--- config.mk ---
export PLATFORM = sky130hd
export DESIGN_NAME = axi4s_upsizer_flat
export DESIGN_NICKNAME = d
export VERILOG_FILES = /design/src/rtl/axi4s_upsizer_if.sv /design/src/rtl/axi4s_upsizer.sv /design/src/flat_wrapper.sv
export SDC_FILE = /design/constraint.sdc
export NUM_CORES = 1
export LEC_CHECK = 0
export CAP_MARGIN = 25
export CORE_AREA = 8 8 269 271
export CTS_BUF_LIST = sky130_fd_sc_hd__clkbuf_4
export DETAILED_ROUTE_END_ITERATION = 8
export DIE_AREA = 0 0 277 279
export GPL_TIMING_DRIVEN = 0
export SETUP_SLACK_MARGIN = 0.5
export SYNTH_ARGS = -nofsm -noshare
export SYNTH_HDL_FRONTEND = slang
export SYNTH_SLANG_ARGS = --single-unit
--- constraint.sdc ---
create_clock -name clk -period 27.1 [get_ports clk]
set_input_delay 6.775 -clock clk [delete_from_list [all_inputs] [get_ports clk]]
set_output_delay 6.775 -clock clk [all_outputs]
set_load 0.005 [all_outputs]
--- src/rtl/axi4s_upsizer_if.sv ---
// AXI4-Stream signal bundle used on both sides of axi4s_upsizer.
// src drives the stream, dst consumes it and returns tready.
interface axi4_stream_if #(
  parameter int unsigned DATA_W = 64,
  parameter int unsigned ID_W   = 4,
  parameter int unsigned DEST_W = 4,
  parameter int unsigned USER_W = 4
);
  logic                tvalid;
  logic                tready;
  logic [DATA_W-1:0]   tdata;
  logic [DATA_W/8-1:0] tkeep;
  logic [DATA_W/8-1:0] tstrb;
  logic                tlast;
  logic [ID_W-1:0]     tid;
  logic [DEST_W-1:0]   tdest;
  logic [USER_W-1:0]   tuser;

  modport src (
    output tvalid, tdata, tkeep, tstrb, tlast, tid, tdest, tuser,
    input  tready
  );

  modport dst (
    input  tvalid, tdata, tkeep, tstrb, tlast, tid, tdest, tuser,
    output tready
  );
endinterface

--- src/rtl/axi4s_upsizer.sv ---
// 64-bit to 256-bit AXI4-Stream upsizer with zero-padded early close and 16-lane output parity.
// Optional input parity checker enabled by defining AXI4S_UPSIZER_PARITY_CHECK_EN.
module axi4s_upsizer #(
  parameter int unsigned SRC_DATA_WIDTH = 64,
  parameter int unsigned DST_DATA_WIDTH = 256
) (
  input  logic       clk,
  input  logic       rst,
  axi4_stream_if.dst axis4_t2,
  axi4_stream_if.src axis4_t1,
  output logic       parity_err
);
  localparam int unsigned Ratio    = DST_DATA_WIDTH / SRC_DATA_WIDTH;
  localparam int unsigned SlotW    = $clog2(Ratio);
  localparam int unsigned SrcKeep  = SRC_DATA_WIDTH / 8;
  localparam int unsigned DstKeep  = DST_DATA_WIDTH / 8;
  localparam int unsigned SrcLanes = SRC_DATA_WIDTH / 16;
  localparam int unsigned DstLanes = DST_DATA_WIDTH / 16;
  localparam int unsigned IdW      = 4;

  typedef enum logic {StFill, StOut} state_e;

  state_e                    r_state;
  logic [SlotW-1:0]          r_slot;
  logic [DST_DATA_WIDTH-1:0] r_data;
  logic [DstKeep-1:0]        r_keep;
  logic [DstKeep-1:0]        r_strb;
  logic [IdW-1:0]            r_tid;
  logic [IdW-1:0]            r_tdest;
  logic                      r_last;
  logic                      r_ready_en;

  logic                      w_id_mismatch;
  logic                      w_stall;
  logic                      w_in_ready;
  logic                      w_in_fire;
  logic                      w_out_valid;
  logic                      w_out_fire;
  logic                      w_close;
  logic [DST_DATA_WIDTH-1:0] w_nxt_data;
  logic [DstKeep-1:0]        w_nxt_keep;
  logic [DstKeep-1:0]        w_nxt_strb;
  logic [DstLanes-1:0]       w_out_par;

  // Handshake: a tid/tdest change mid-word stalls the input while the partial word is flushed.
  always_comb begin
    w_out_valid   = (r_state == StOut);
    w_out_fire    = w_out_valid && axis4_t1.tready;
    w_id_mismatch = (r_slot != '0) &&
                    ((axis4_t2.tid != r_tid) || (axis4_t2.tdest != r_tdest));
    w_stall       = (r_state == StFill) && axis4_t2.tvalid && w_id_mismatch;
    w_in_ready    = 1'b0;
    if (r_ready_en) begin
      if (r_state == StFill) begin
        w_in_ready = !w_stall;
      end else begin
        w_in_ready = axis4_t1.tready;
      end
    end
    w_in_fire = axis4_t2.tvalid && w_in_ready;
    w_close   = axis4_t2.tlast || (r_slot == SlotW'(Ratio - 1));
    axis4_t2.tready = w_in_ready;
  end

  // Starting a new word clears the buffer so unfilled slots read back as zero.
  always_comb begin
    w_nxt_data = (r_slot == '0) ? '0 : r_data;
    w_nxt_keep = (r_slot == '0) ? '0 : r_keep;
    w_nxt_strb = (r_slot == '0) ? '0 : r_strb;
    w_nxt_data[SRC_DATA_WIDTH*r_slot +: SRC_DATA_WIDTH] = axis4_t2.tdata;
    w_nxt_keep[SrcKeep*r_slot +: SrcKeep]               = axis4_t2.tkeep;
    w_nxt_strb[SrcKeep*r_slot +: SrcKeep]               = axis4_t2.tstrb;
  end

  always_ff @(posedge clk or posedge rst) begin
    if (rst) begin
      r_state    <= StFill;
      r_slot     <= '0;
      r_data     <= '0;
      r_keep     <= '0;
      r_strb     <= '0;
      r_tid      <= '0;
      r_tdest    <= '0;
      r_last     <= 1'b0;
      r_ready_en <= 1'b0;
    end else begin
      r_ready_en <= 1'b1;
      if (w_in_fire) begin
        r_data <= w_nxt_data;
        r_keep <= w_nxt_keep;
        r_strb <= w_nxt_strb;
        if (r_slot == '0) begin
          r_tid   <= axis4_t2.tid;
          r_tdest <= axis4_t2.tdest;
        end
        // In StOut an accepted beat always lands in slot 0 of the next word.
        if (w_close) begin
          r_state <= StOut;
          r_last  <= axis4_t2.tlast;
          r_slot  <= '0;
        end else begin
          r_state <= StFill;
          r_slot  <= r_slot + 1'b1;
        end
      end else if (w_out_fire) begin
        r_state <= StFill;
        r_slot  <= '0;
      end else if (w_stall) begin
        r_state <= StOut;
        r_last  <= 1'b0;
        r_slot  <= '0;
      end
    end
  end

  always_comb begin
    for (int i = 0; i < DstLanes; i++) begin
      w_out_par[i] = ^r_data[16*i +: 16];
    end
    axis4_t1.tvalid = w_out_valid;
    axis4_t1.tdata  = w_out_valid ? r_data    : '0;
    axis4_t1.tkeep  = w_out_valid ? r_keep    : '0;
    axis4_t1.tstrb  = w_out_valid ? r_strb    : '0;
    axis4_t1.tlast  = w_out_valid && r_last;
    axis4_t1.tid    = w_out_valid ? r_tid     : '0;
    axis4_t1.tdest  = w_out_valid ? r_tdest   : '0;
    axis4_t1.tuser  = w_out_valid ? w_out_par : '0;
  end

`ifdef AXI4S_UPSIZER_PARITY_CHECK_EN
  logic [SrcLanes-1:0] w_in_par;
  logic                r_parity_err;

  always_comb begin
    for (int i = 0; i < SrcLanes; i++) begin
      w_in_par[i] = ^axis4_t2.tdata[16*i +: 16];
    end
  end

  // Sticky until reset; data is forwarded untouched regardless.
  always_ff @(posedge clk or posedge rst) begin
    if (rst) begin
      r_parity_err <= 1'b0;
    end else if (w_in_fire && (w_in_par != axis4_t2.tuser)) begin
      r_parity_err <= 1'b1;
      $error("axi4s_upsizer: input parity mismatch tuser=%h computed=%h",
             axis4_t2.tuser, w_in_par);
    end
  end

  assign parity_err = r_parity_err;
`else
  assign parity_err = 1'b0;
`endif
endmodule

--- src/flat_wrapper.sv ---
// flat-port wrapper written by rule: the top's interface ports become plain ports
module axi4s_upsizer_flat 
#(
  parameter int unsigned SRC_DATA_WIDTH = 64,
  parameter int unsigned DST_DATA_WIDTH = 256
)
  (clk, rst, parity_err, axis4_t2_tvalid, axis4_t2_tdata, axis4_t2_tkeep, axis4_t2_tstrb, axis4_t2_tlast, axis4_t2_tid, axis4_t2_tdest, axis4_t2_tuser, axis4_t2_tready, axis4_t1_tvalid, axis4_t1_tdata, axis4_t1_tkeep, axis4_t1_tstrb, axis4_t1_tlast, axis4_t1_tid, axis4_t1_tdest, axis4_t1_tuser, axis4_t1_tready);
  axi4_stream_if #(.DATA_W(64), .ID_W(4), .DEST_W(4), .USER_W(4)) axis4_t2_i ();
  axi4_stream_if #(.DATA_W(256), .ID_W(4), .DEST_W(4), .USER_W(16)) axis4_t1_i ();
  input  logic clk;
  input  logic rst;
  output logic parity_err;
  input wire logic [$bits(axis4_t2_i.tvalid)-1:0] axis4_t2_tvalid;
  input wire logic [$bits(axis4_t2_i.tdata)-1:0] axis4_t2_tdata;
  input wire logic [$bits(axis4_t2_i.tkeep)-1:0] axis4_t2_tkeep;
  input wire logic [$bits(axis4_t2_i.tstrb)-1:0] axis4_t2_tstrb;
  input wire logic [$bits(axis4_t2_i.tlast)-1:0] axis4_t2_tlast;
  input wire logic [$bits(axis4_t2_i.tid)-1:0] axis4_t2_tid;
  input wire logic [$bits(axis4_t2_i.tdest)-1:0] axis4_t2_tdest;
  input wire logic [$bits(axis4_t2_i.tuser)-1:0] axis4_t2_tuser;
  output wire logic [$bits(axis4_t2_i.tready)-1:0] axis4_t2_tready;
  output wire logic [$bits(axis4_t1_i.tvalid)-1:0] axis4_t1_tvalid;
  output wire logic [$bits(axis4_t1_i.tdata)-1:0] axis4_t1_tdata;
  output wire logic [$bits(axis4_t1_i.tkeep)-1:0] axis4_t1_tkeep;
  output wire logic [$bits(axis4_t1_i.tstrb)-1:0] axis4_t1_tstrb;
  output wire logic [$bits(axis4_t1_i.tlast)-1:0] axis4_t1_tlast;
  output wire logic [$bits(axis4_t1_i.tid)-1:0] axis4_t1_tid;
  output wire logic [$bits(axis4_t1_i.tdest)-1:0] axis4_t1_tdest;
  output wire logic [$bits(axis4_t1_i.tuser)-1:0] axis4_t1_tuser;
  input wire logic [$bits(axis4_t1_i.tready)-1:0] axis4_t1_tready;
  assign axis4_t2_i.tvalid = axis4_t2_tvalid;
  assign axis4_t2_i.tdata = axis4_t2_tdata;
  assign axis4_t2_i.tkeep = axis4_t2_tkeep;
  assign axis4_t2_i.tstrb = axis4_t2_tstrb;
  assign axis4_t2_i.tlast = axis4_t2_tlast;
  assign axis4_t2_i.tid = axis4_t2_tid;
  assign axis4_t2_i.tdest = axis4_t2_tdest;
  assign axis4_t2_i.tuser = axis4_t2_tuser;
  assign axis4_t2_tready = axis4_t2_i.tready;
  assign axis4_t1_tvalid = axis4_t1_i.tvalid;
  assign axis4_t1_tdata = axis4_t1_i.tdata;
  assign axis4_t1_tkeep = axis4_t1_i.tkeep;
  assign axis4_t1_tstrb = axis4_t1_i.tstrb;
  assign axis4_t1_tlast = axis4_t1_i.tlast;
  assign axis4_t1_tid = axis4_t1_i.tid;
  assign axis4_t1_tdest = axis4_t1_i.tdest;
  assign axis4_t1_tuser = axis4_t1_i.tuser;
  assign axis4_t1_i.tready = axis4_t1_tready;
  axi4s_upsizer #(.SRC_DATA_WIDTH(SRC_DATA_WIDTH), .DST_DATA_WIDTH(DST_DATA_WIDTH)) u_core (.clk(clk), .rst(rst), .axis4_t2(axis4_t2_i), .axis4_t1(axis4_t1_i), .parity_err(parity_err));
endmodule
* Word-level counts from Yosys, hierarchy flattened *
Index checks and enable logic that the tools add are counted.

storage, ports and cells
  word-level logic and storage cells = 80
  register bits after elaboration = 333
  output and inout port bits = 348

operators by class
  bitwise gates (word level) = 1
  equality and inequality tests = 5
  add/sub/neg operators = 3
  multiplexer cells = 26
  shift operators = 5
  reduce and logical (&&, ||, !) cells = 31

operators with widths
  operator                   number
  $mux 256                   2
  $bwmux 256                 1
  $reduce_xor 16->1          16
  $shift 64x34->256 const A  1
  $shiftx 64x34->256         1
  $mux 32                    4
  $shiftx 8x34->32           2
  $bwmux 32                  2
  $neg 5->34                 1
  $neg 8->34                 1
  $shift 8x34->32 const A    1
  $mux 16                    1
  $mux 1                     10
  $mux 2                     4
  $mux 4                     2
  $ne 4x4->1                 2
  $logic_and 1x1->1          6
  $reduce_bool 2->1          2
  $reduce_and 3->1           1
  $reduce_bool 3->1          1
  $add 2x1->2 const B        1
  $eq 2x2->1 const B         1
  $logic_not 2->1            1
  $logic_or 1x1->1           2
  5 further kinds            5

* Depth between registers and ports, before layout *
Gate-level depths: netlist of the first run.

  depth after elaboration = 10
  gate-level depth with buffers = 11
  depth with buffers taken out = 7

* Worst setup path before layout of the first run *
Ideal clock, no wire load.

  path type = input -> output
  start = in axis4_t2_tdest[2]
  end = out axis4_t2_tready
  required time = 20.325 ns
  stages on the path = 5
  slack = 12.780 ns
  arrival time = 7.545 ns
  path buffers = 1
  cells stage by stage = xor2_1 > nor4_1 > a21oi_1 > buf_4 > nor2_1

on the way
  cells in the longest elaborated chain, start to end = 7

ends and longest elaborated chain
  element            line                 RTL
  from (decl)        flat_wrapper.sv:19   input wire logic [$bits(axis4_t2_i.tdest)-1:0] axis4_t2_tdest;
  $ne 4x4->1         axi4s_upsizer.sv:50  ((axis4_t2.tid != r_tid) || (axis4_t2.tdest != r_tdest));
  $logic_or 1x1->1   axi4s_upsizer.sv:50
  $logic_and 1x1->1  axi4s_upsizer.sv:49  w_id_mismatch = (r_slot != '0) &&
  $logic_and 1x1->1  axi4s_upsizer.sv:51  w_stall = (r_state == StFill) && axis4_t2.tvalid && w_id_mismatch;
  $logic_not 1->1    axi4s_upsizer.sv:55  w_in_ready = !w_stall;
  $mux 1             axi4s_upsizer.sv:54  if (r_state == StFill) begin
  $mux 1             axi4s_upsizer.sv:53  if (r_ready_en) begin
  to (decl)          flat_wrapper.sv:21   output wire logic [$bits(axis4_t2_i.tready)-1:0] axis4_t2_tready;

Every way passes these cells.

* Worst setup path in the final report of the first run *
Ends and elaborated chain as after synthesis.

==> impl_metrics.prom, run 1 <==
# TYPE chip_impl_metric gauge
chip_impl_metric{name="postPlaceCellArea",unit="um2"} 22580
chip_impl_metric{name="setup_violations",unit=""} 0
chip_impl_metric{name="achievable-frequency",unit="GHz"} 0.06284
chip_impl_metric{name="setup_slack",unit="ns"} 11.19
chip_impl_metric{name="fin_cells",unit=""} 3074
chip_impl_metric{name="worstPathMaxFanout",unit=""} 10
chip_impl_metric{name="gr-usage-met1",unit=""} 0.2058
chip_impl_metric{name="mean_area_per_synthesized_cell",unit="um2"} 10.71
chip_impl_metric{name="gr-usage-all-layers",unit=""} 0.1689
chip_impl_metric{name="num-nets-final",unit=""} 2221
chip_impl_metric{name="clk_transition_reported_paths",unit="ns"} 0.06
chip_impl_metric{name="routed_wirelength",unit="mm"} 66.85
chip_impl_metric{name="clock_sinks",unit=""} 333
chip_impl_metric{name="layout-area-overhead-vs-synth",unit="%"} 40.63
chip_impl_metric{name="port_buffers",unit=""} 439
chip_impl_metric{name="worst_skew_pair.late_latency",unit="ns"} 0.80
chip_impl_metric{name="syn-instance-count",unit=""} 1574
chip_impl_metric{name="timing.final.crit_period",unit="ns"} 15.91
chip_impl_metric{name="seq_area_frac_synth",unit=""} 0.4941
chip_impl_metric{name="ys_seq_elements",unit=""} 333
chip_impl_metric{name="tightest_pin_transition",unit="ns"} 0.8114
chip_impl_metric{name="syn_area",unit="um2"} 16860
chip_impl_metric{name="yosys_warnings",unit=""} 0
chip_impl_metric{name="antenna_violating_nets_post_route",unit=""} 0
chip_impl_metric{name="start_util",unit=""} 0.2480
chip_impl_metric{name="relSlewSlack",unit=""} 0.4567
chip_impl_metric{name="power_density",unit="nW/um2"} 77.78
chip_impl_info{name="synth_top_cell_by_area",value="dfrtp_1"} 1
chip_impl_metric{name="first_pass_drt_iterations",unit=""} 5
chip_impl_info{name="cts.root.buffer_cell",value="clkbuf_4"} 1
chip_impl_metric{name="maximum_number_of_pins_on_one_net_before_global_route_repair",unit=""} 128
chip_impl_metric{name="number_of_pins_exceeding_their_max_slew_limit_in_the_final_report",unit=""} 0
chip_impl_metric{name="wl_per_cell",unit="um"} 21.75
chip_impl_metric{name="fp-row-count",unit=""} 96
chip_impl_info{name="cpLargestDelayFamily",value="buffers and inverters"} 1
chip_impl_metric{name="cts.repair.resized",unit=""} 0
chip_impl_metric{name="grtUsageMet3",unit=""} 0.04591
chip_impl_metric{name="core_area",unit="um2"} 67990
chip_impl_info{name="timing.critical_path.slowest_stage_cell",value="nor4_1"} 1
chip_impl_metric{name="yosys.cell_types.count",unit=""} 34
chip_impl_metric{name="postLayoutCellArea",unit="um2"} 23720
chip_impl_metric{name="drive_above_1_share",unit=""} 0.1030
chip_impl_metric{name="first_global_vias",unit=""} 15126
chip_impl_metric{name="global_route.usage.met2",unit=""} 0.2861
chip_impl_info{name="gr-max-usage-layer",value="met2"} 1
chip_impl_metric{name="dp.cells",unit=""} 2906
chip_impl_metric{name="cts_buffers",unit=""} 93
chip_impl_info{name="hold_path_class",value="reg2reg"} 1
chip_impl_metric{name="static-leakage-power",unit="nW"} 10.10
chip_impl_metric{name="post-route-util",unit=""} 0.3488
chip_impl_metric{name="detail_route.drc_violations",unit=""} 0
chip_impl_metric{name="timing.clock.skew",unit="ns"} 0.03238
chip_impl_metric{name="vias_per_cell",unit=""} 4.508
chip_impl_metric{name="synth_nets",unit=""} 1676
chip_impl_metric{name="cts_hold_repair.buffers",unit=""} 0
chip_impl_metric{name="clock_tree.buffer_depth",unit=""} 3
chip_impl_metric{name="dp_hpwl",unit="mm"} 52.01
chip_impl_info{name="run_status",value="finished clean"} 1
chip_impl_metric{name="maxCapViolations",unit=""} 0
chip_impl_metric{name="gpl_wtd_cong",unit=""} 0.8355
chip_impl_info{name="endpoint_kind",value="primary output"} 1
chip_impl_metric{name="floorplan.io_pins",unit=""} 445
chip_impl_metric{name="htree_num_levels",unit=""} 3
chip_impl_metric{name="detail_route.iter0.violations",unit=""} 669
chip_impl_metric{name="synth.top_cell.area_share",unit=""} 0.4941
chip_impl_metric{name="die_h",unit="um"} 279
chip_impl_metric{name="worst_ep_arrival_time",unit="ns"} 9.14
chip_impl_metric{name="final-hold-violation-count",unit=""} 0
chip_impl_metric{name="path_buf_inv",unit=""} 3
chip_impl_info{name="worstSetupPathType",value="in2out"} 1
chip_impl_metric{name="post-cts-setup-buffers",unit=""} 0
chip_impl_info{name="rsz_0062_raised_after_global_routing",value="false"} 1
chip_impl_metric{name="overall_die_area",unit="um2"} 77280
chip_impl_metric{name="timing.final.crit_share",unit=""} 0.5872
chip_impl_metric{name="post-place-ws",unit="ns"} 11.16
chip_impl_info{name="crit_path_frequent_cell",value="clkdlybuf4s50_1"} 1
chip_impl_info{name="cts_tree",value="yes"} 1
chip_impl_info{name="post_synth_main_area_contributors",value="dfrtp_1 49%, a22o_1 12%, xnor2_1 11%"} 1
chip_impl_metric{name="number_of_antenna_violations_at_the_first_check_in_global_routing",unit=""} 6
chip_impl_metric{name="overflow",unit=""} 0
chip_impl_metric{name="grt_pass1_wl",unit="mm"} 99.45
chip_impl_metric{name="cpPeakStageDelay",unit="ns"} 0.66
chip_impl_metric{name="nFillCells",unit=""} 6953
chip_impl_metric{name="final.setup.tns",unit="ns"} 0
chip_impl_info{name="critical_path_start_type",value="primary input"} 1
chip_impl_metric{name="die_w",unit="um"} 277
chip_impl_metric{name="max-vdd-ir-drop",unit="V"} 0.00003885
chip_impl_metric{name="worst-endpoint-required",unit="ns"} 20.32
chip_impl_metric{name="vias",unit=""} 13858
chip_impl_info{name="crit_path_cell_trace",value="clkdlybuf4s50_1 > xor2_1 > nor4_1 > a21oi_1 > buf_4 > nor2_1 > clkdlybuf4s50_1"} 1
[final cells by class]
class | instances | area [um2] | area share
Clock buffer | 135 | 1013 | 0.04274
Tap cell | 882 | 1104 | 0.04653
Clock inverter | 26 | 103.9 | 0.004379
Buffer | 110 | 543.0 | 0.02290
Inverter | 84 | 322.8 | 0.01361
Antenna cell | 7 | 17.52 | 0.0007386
Sequential cell | 333 | 8333 | 0.3514
Timing Repair Buffer | 450 | 4581 | 0.1932
Multi-Input combinational cell | 1047 | 7697 | 0.3246
[cell families after synthesis]
| family | Yosys count | share of synthesized area |
|---|---|---|
| other cells | 2 | 0.0004453 |
| buf+inv | 194 | 0.05082 |
| xor+xnor | 248 | 0.1288 |
| mux | 88 | 0.05283 |
| flops | 333 | 0.4941 |
| fa+ha+maj | 5 | 0.003710 |
| simple gates | 455 | 0.1410 |
| compound gates | 249 | 0.1282 |
[power breakdown]
part / total [W] / switching (W) / internal [W]
Combinational: 0.000762 / 0.000390 / 0.000372
Clock: 0.000447 / 0.000220 / 0.000227
Sequential: 0.000636 / 0.0000684 / 0.000567
Total: 0.00184 / 0.000678 / 0.00117
[sequential cells by signal (all words and copies together) (netlist names)]
signal,flops
u_core.r_data,256
u_core.r_keep,32
u_core.r_strb,32
u_core.r_tdest,4
u_core.r_tid,4
u_core.r_slot,2
u_core.axis4_t1.tvalid,1
u_core.r_last,1
u_core.r_ready_en,1
[final timing paths]
path	to	from	slack, ns	depth (start not counted)
setup reg to reg	u_core.r_data[148]	u_core.axis4_t1.tvalid	23.87	8
max in group asynchronous	u_core.r_data[229]	rst	19.42	3
min in group asynchronous	u_core.r_strb[27]	rst	6.49	2
hold / removal	u_core.r_strb[6]	u_core.r_strb[6]	0.50	1
setup / recovery	axis4_t2_tready	axis4_t2_tdest[2]	11.19	7
hold reg to reg	u_core.r_strb[6]	u_core.r_strb[6]	0.50	1
[per-layer routing]
layer | share of wire | vias up
met5 | 0.00040 | -
met4 | 0.027 | 4
met3 | 0.058 | 115
met2 | 0.48 | 433
met1 | 0.43 | 6918
li1 | - | 6388
[through the flow]
stage                     hold WS, ns  power, W
final                          0.4980  0.001845
after global routing           0.5093  0.001966
after CTS                      0.4970  0.001884
after detailed placement       0.4795  0.001419
after global placement         0.4809  0.001402
after floorplan                0.4583  0.001045
[Yosys cell counts]
| cell | instances |
|---|---|
| a21oi_1 | 3 |
| a22o_1 | 240 |
| a22oi_1 | 1 |
| a31oi_1 | 1 |
| and2_1 | 249 |
| and3_1 | 1 |
| buf_1 | 3 |
| buf_2 | 43 |
| buf_4 | 2 |
| buf_6 | 9 |
| clkbuf_1 | 53 |
| conb_1 | 2 |
| dfrtp_1 | 333 |
| ha_1 | 5 |
| inv_1 | 83 |
| inv_2 | 1 |
| mux2_2 | 8 |
| mux2i_1 | 80 |
| nand2_1 | 86 |
| nand3_1 | 4 |
| nor2_1 | 105 |
| nor2b_1 | 1 |
| nor3_1 | 1 |
| nor3_2 | 2 |
| nor4_1 | 2 |
| nor4b_2 | 1 |
| o211a_1 | 1 |
| o211ai_1 | 1 |
| o21ai_0 | 1 |
| o22a_1 | 1 |
| or2_1 | 1 |
| or3_1 | 2 |
| xnor2_1 | 208 |
| xor2_1 | 40 |
[cells in the final DEF (no fill, tap or decap), drive strengths merged]
master and count:
clkdlybuf4s50 439, or2 1, mux2 8, a22o 240
a21oi 3, a22oi 1, o211ai 1, diode 7
and2 249, nor2 105, o211a 1, or3 2
clkbuf 188, and3 1, mux2i 80, nor4b 1
clkinv 21, nor3 3, xnor2 208, nand2 86
conb 2, inv 89, xor2 40, dfrtp 333
a31oi 1, nor2b 1, ha 5, o21ai 1
nand3 4, buf 68, o22a 1, nor4 2
Power figures use the tool's default switching activity.
==> inputs of run 2 (changes only) <==
- clock period: 27.1 -> 14.2 ns (I/O delays scaled with it)
==> results of run 2 <==
Same layout as run 1 (identical final DEF). Status: finished clean.
Main changes from that run: setup slack after placement 11.16 ns -> 4.707 ns; setup slack after layout 11.19 ns -> 4.737 ns; register-to-register setup slack 23.87 ns -> 10.97 ns; total power 0.001845 W -> 0.003520 W; worst IR drop on VDD 0.00003885 V -> 0.00007415 V
